### src/rtl/cmp_pkg.sv
`default_nettype none
// ============================================================================
//  Module   : cmp_pkg
//  Purpose  : Shared types and constants for the sequential magnitude
//             comparator: FSM state encoding and the one-hot result codes
//             carried on {gt, eq, lt}.
//  Ports    : none (package)
//  Revision : 1.0 - initial release
// ============================================================================
package cmp_pkg;

    typedef enum logic [1:0] {
        IDLE = 2'd0,
        RUN  = 2'd1,
        DONE = 2'd2
    } state_t;

    // Result encoding, bit order {gt, eq, lt}
    localparam logic [2:0] RES_GT   = 3'b100;
    localparam logic [2:0] RES_EQ   = 3'b010;
    localparam logic [2:0] RES_LT   = 3'b001;
    localparam logic [2:0] RES_NONE = 3'b000;

endpackage : cmp_pkg
`default_nettype wire

### src/rtl/slice_comparator.sv
`default_nettype none
// ============================================================================
//  Module   : slice_comparator
//  Purpose  : Combinational unsigned magnitude compare of one SLICE-bit slice.
//             Exactly one of gt/eq/lt is high for any input pair.
//  Ports    : a, b  [SLICE-1:0]  slice operands
//             gt, eq, lt         a>b, a==b, a<b
//  Revision : 1.0 - initial release
// ============================================================================
module slice_comparator #(
    parameter int SLICE = 4
) (
    input  logic [SLICE-1:0] a,
    input  logic [SLICE-1:0] b,
    output logic             gt,
    output logic             eq,
    output logic             lt
);

    assign gt = (a > b);
    assign eq = (a == b);
    assign lt = (a < b);

endmodule : slice_comparator
`default_nettype wire

### src/rtl/seq_magnitude_comparator.sv
`default_nettype none
// ============================================================================
//  Module   : seq_magnitude_comparator
//  Purpose  : Multi-cycle WIDTH-bit magnitude comparator. Operands are latched
//             on accept and compared SLICE bits per cycle, most significant
//             slice first. Unsigned or two's-complement compare is chosen per
//             transaction. Result is one-hot {gt, eq, lt} behind valid/ready.
//  Ports    : clk, rst_n (async active-low)
//             in_valid / in_ready, a, b, is_signed   - operand channel
//             out_valid / out_ready, gt, eq, lt      - result channel
//  Config   : CMP_EARLY_EXIT_EN - when defined, RUN ends on the first slice
//             that differs; otherwise every compare takes NSLICE RUN cycles
//             (constant time, independent of data).
//  Params   : WIDTH must be a multiple of SLICE and >= SLICE.
//  Revision : 1.0 - initial release
// ============================================================================
module seq_magnitude_comparator
    import cmp_pkg::*;
#(
    parameter int WIDTH = 16,
    parameter int SLICE = 4
) (
    input  logic             clk,
    input  logic             rst_n,
    input  logic             in_valid,
    output logic             in_ready,
    input  logic [WIDTH-1:0] a,
    input  logic [WIDTH-1:0] b,
    input  logic             is_signed,
    output logic             out_valid,
    input  logic             out_ready,
    output logic             gt,
    output logic             eq,
    output logic             lt
);

    localparam int NSLICE = WIDTH / SLICE;
    localparam int IDX_W  = (NSLICE > 1) ? $clog2(NSLICE) : 1;
    localparam logic [IDX_W-1:0] IDX_LAST = IDX_W'(NSLICE - 1);
    localparam logic [WIDTH-1:0] MSB_MASK = WIDTH'(1) << (WIDTH - 1);

    state_t            r_state;
    state_t            w_state_next;
    logic [WIDTH-1:0]  r_a;
    logic [WIDTH-1:0]  r_b;
    logic [IDX_W-1:0]  r_idx;
    logic [2:0]        r_res;

    logic [SLICE-1:0]  w_slice_a;
    logic [SLICE-1:0]  w_slice_b;
    logic              w_slice_gt;
    logic              w_slice_eq;
    logic              w_slice_lt;
    logic [WIDTH-1:0]  w_sign_flip;

    // Flipping the MSB of both operands maps two's-complement order onto
    // unsigned order, so the slice compare never needs to know the mode.
    assign w_sign_flip = is_signed ? MSB_MASK : '0;

    // Slice select: one comparator shared across all slices.
    always_comb begin
        w_slice_a = '0;
        w_slice_b = '0;
        for (int i = 0; i < NSLICE; i++) begin
            if (r_idx == IDX_W'(i)) begin
                w_slice_a = r_a[i*SLICE +: SLICE];
                w_slice_b = r_b[i*SLICE +: SLICE];
            end
        end
    end

    slice_comparator #(
        .SLICE (SLICE)
    ) u_slice_cmp (
        .a  (w_slice_a),
        .b  (w_slice_b),
        .gt (w_slice_gt),
        .eq (w_slice_eq),
        .lt (w_slice_lt)
    );

    // ------------------------------------------------------------------
    // FSM state register
    // ------------------------------------------------------------------
    always_ff @(posedge clk or negedge rst_n) begin
        if (!rst_n) begin
            r_state <= IDLE;
        end else begin
            r_state <= w_state_next;
        end
    end

    // ------------------------------------------------------------------
    // FSM next state and outputs
    // ------------------------------------------------------------------
    always_comb begin
        w_state_next = r_state;
        in_ready     = 1'b0;
        out_valid    = 1'b0;
        {gt, eq, lt} = RES_NONE;
        case (r_state)
            IDLE: begin
                in_ready = 1'b1;
                if (in_valid) begin
                    w_state_next = RUN;
                end
            end
            RUN: begin
`ifdef CMP_EARLY_EXIT_EN
                // The first differing slice settles the answer; stop there.
                if ((r_idx == '0) || !w_slice_eq) begin
                    w_state_next = DONE;
                end
`else
                if (r_idx == '0) begin
                    w_state_next = DONE;
                end
`endif
            end
            DONE: begin
                out_valid    = 1'b1;
                {gt, eq, lt} = r_res;
                if (out_ready) begin
                    w_state_next = IDLE;
                end
            end
            default: begin
                w_state_next = IDLE;
            end
        endcase
    end

    // ------------------------------------------------------------------
    // Operand registers, slice index and sticky result.
    // r_res starts at RES_EQ on accept; while it still reads EQ no slice
    // has differed yet, so it doubles as the "decided" flag.
    // ------------------------------------------------------------------
    always_ff @(posedge clk or negedge rst_n) begin
        if (!rst_n) begin
            r_a   <= '0;
            r_b   <= '0;
            r_idx <= IDX_LAST;
            r_res <= RES_NONE;
        end else begin
            case (r_state)
                IDLE: begin
                    if (in_valid) begin
                        r_a   <= a ^ w_sign_flip;
                        r_b   <= b ^ w_sign_flip;
                        r_idx <= IDX_LAST;
                        r_res <= RES_EQ;
                    end
                end
                RUN: begin
                    if ((r_res == RES_EQ) && !w_slice_eq) begin
                        r_res <= {w_slice_gt, w_slice_eq, w_slice_lt};
                    end
                    if (r_idx != '0) begin
                        r_idx <= r_idx - 1'b1;
                    end
                end
                DONE: begin
                    if (out_ready) begin
                        r_res <= RES_NONE;
                        r_idx <= IDX_LAST;
                    end
                end
                default: begin
                    r_res <= RES_NONE;
                    r_idx <= IDX_LAST;
                end
            endcase
        end
    end

endmodule : seq_magnitude_comparator
`default_nettype wire

### config.mk
export PLATFORM = sky130hd
export DESIGN_NAME = seq_magnitude_comparator
export DESIGN_NICKNAME = d
export VERILOG_FILES = /design/src/rtl/cmp_pkg.sv /design/src/rtl/slice_comparator.sv /design/src/rtl/seq_magnitude_comparator.sv
export SDC_FILE = /design/constraint.sdc
export NUM_CORES = 1
export LEC_CHECK = 0
export ABC_AREA = 1
export CAP_MARGIN = 25
export CELL_PAD_IN_SITES_DETAIL_PLACEMENT = 1
export CELL_PAD_IN_SITES_GLOBAL_PLACEMENT = 1
export CORE_MARGIN = 10
export CORE_UTILIZATION = 31
export DETAILED_ROUTE_END_ITERATION = 16
export GPL_TIMING_DRIVEN = 0
export PLACE_DENSITY_LB_ADDON = 0.1
export SKIP_LAST_GASP = 1
export SYNTH_ARGS = -nofsm -noshare
export SYNTH_HDL_FRONTEND = slang
export SYNTH_HIERARCHICAL = 1
export SYNTH_SLANG_ARGS = --single-unit
### constraint.sdc
create_clock -name clk -period 3.1 [get_ports clk]
set_input_delay 0.775 -clock clk [delete_from_list [all_inputs] [get_ports clk]]
set_output_delay 0.775 -clock clk [all_outputs]
set_load 0.05 [all_outputs]
==> metrics.txt <==
#FFs+latches synth=39; Post-synth ARST share=1.00; critical path's most frequent cell=nand2_1; unrepaired setup endpoints after global routing=false; endpoint class of the critical path=flop; Final ANT Viol Nets=0; Slowest cell on crit path=dfstp_2; post-synth top area cell=dfrtp_1; outcome=completed; CTS Hold Bufs=0; Area contributors post-synth=dfrtp_1 (46%), nand2_1 (24%), ha_1 (4.9%), inv_1 (4.6%), and2_1 (2.8%); Starting Density=0.320; Top FF cell, synth=dfrtp_1; setup_tns=0 ps; DIE HEIGHT=roughly 100 um; actual slew at the worst max-slew pin=499 ps; Initial DRC Count=31; crit path kind=flop to flop; vias in the first global route=1944; initial antenna violation count=0; root buf cell=clkbuf_8; Post-Syn Instances=270; largest net degree at the start of global routing=40; global route overflow=0; Leak=approximately 1.3 nW; crit-path max cell delay=550 ps; Max VDD drop=297 uV; die width=about 100 um; final net count=364; Tmin final=2690 ps; H-Tree Level Count=2; Syn Nets=approximately 320; area grow syn2layout=30.0%; final hold violation count=0; final WL=roughly 5.4 mm; maxcap violations=0; clock sink count=39; Final setup viols=0; nature of the critical path startpoint=flop; I/O Buffers=41; final slew viol count=0; worst hold slack=433 ps; Hold Crit Class=input port to async pin; CTS clock-pin slew for the worst setup and hold paths=80 ps; Detailed Routing Iterations Pass 1=4; die area=10200 sq um; Max clock buf depth=2; Yosys top cell area share=0.455; DRC=0; reg2reg path depth=17; routed wire length per instance=13.7 um; total power=2.63 mW; share of cells above drive strength 1=0.0752; Worst-Skew Late Latency=approximately 300 ps; syn_area_per_cell=about 7.5 sq um; final worst-path cycle share=0.868; Num CTS Buffers=5; CP Data Required Time=3280 ps; Post-Synthesis Cell Area=2030 sq um; GP Congestion=0.774; Total GRT Usage=0.113; Core Box Area=between 6000 and 7000 sq um; clk_skew=between 3 and 4 ps; IO Count=42; crit path cell chain=inv_1, ha_1, buf_2, nor2_4, nand2_1, and2_1, o21ai_1, inv_1, ha_1, nand2_1, nor2_1, nor2_1, nand2_1, nand2_1, nand2_1, nand2_1, nand2_1; Ant. Diodes=0; register area share after synthesis=0.481; design area=2640 sq um; Post-CTS Setup Bufs=0; Post-DP Area=around 2600 sq um; first-pass GRT wire length=9.26 mm; PD cells=roughly 1000 nW/um^2; crit-path max FO=9; CTS tree=built; post-CTS resize count=0; yosys warns=6; number of synthesized flops with an enable pin=0; HPWL Detailed=approximately 4.1 mm; via count=between 1500 and 2000; # rows=29; via/cell ratio=4.49; unique cell type count in the Yosys netlist=19; top-count cell post-synth=nand2_1; Slew HR=0.667; critical path data arrival time=2880 ps; top cells by instance count after synthesis=nand2_1 (129), dfrtp_1 (37), inv_1 (25); fmax=372 MHz
## logic make-up after synthesis
| group | after synthesis | synth area share |
|---|---|---|
| buffers and inverters | 35 | 0.0732 |
| XOR/XNOR | 2 | 0.00862 |
| adder cells (fa/ha/maj) | 8 | 0.0492 |
| AND/OR/NAND/NOR | 156 | 0.314 |
| AO/OA/AOI/OAI | 30 | 0.0738 |
| flip-flops | 39 | 0.481 |
## state kept, by name (all words and copies together), names as in the netlist
register,cells
r_res,3
r_b,16
r_a,16
r_idx,2
r_state,2
## where the power goes
part           total, mW  internal, mW  switching [mW]
registers          0.914         0.760           0.154
clock network      0.359         0.175           0.184
logic               1.36         0.535           0.823
## area by class of cell
type / instances / area [sq um]
multi-input combinational: 196 / 906
inverter: 26 / 97.6
clock buffer: 6 / 82.6
tap: 77 / 96.3
clock inverter: 1 / 5.00
sequential: 39 / 978
buffer: 9 / 51.3
fill: 794 / 3710
timing repair buffer: 42 / 425
## metrics by stage
step | utilization | instances | setup slack (ps)
floorplan | - | 270 | 332
finish | 0.416 | 396 | 409
CTS | 0.416 | 396 | 366
global placement | 0.400 | 388 | 236
detailed placement | 0.402 | 389 | 398
global route | 0.416 | 396 | 134
## path summary, 6_finish.rpt
check	end	start	slack (ps)
worst max-delay path	r_res[1]	r_idx[1]	410
worst min-delay path	r_a[7]	rst_n	430
worst max register to register	r_res[1]	r_idx[1]	410
worst min register to register	r_a[14]	r_a[14]	480
max in group asynchronous	r_idx[1]	rst_n	2400
min in group clk	r_a[14]	r_a[14]	480
## per-layer routing
| layer | GRT usage | part of all wire |
|---|---|---|
| met1 | 0.140 | 0.47 |
| met2 | 0.181 | 0.47 |
| met3 | 0.0316 | 0.037 |
| met5 | 0 | 0 |
| met4 | 0.0418 | 0.015 |
## critical path, delay by kind of cell (launching register included)
kind | cells | cell delay (ps)
buffers and inverters | 3 | 320
adder cells (fa/ha/maj) | 2 | 470
AND/OR/NAND/NOR | 11 | 1130
AO/OA/AOI/OAI | 1 | 110
flip-flops | 1 | 550
## cells in the final DEF (no fill, tap or decap), types with 2 or more instances in the layout
cell type and count:
a21oi_1 11, o21ai_1 8, nand3_1 4, xnor2_1 2
nor2_1 10, clkdlybuf4s50_1 40, ha_1 8, inv_1 25
buf_4 3, nand2_1 129, dfrtp_1 37, nor2_4 2
o21ai_0 11, and2_1 9, clkbuf_8 6, dfstp_2 2
buf_2 6
Note: power is estimated with default switching activity, not from simulation.
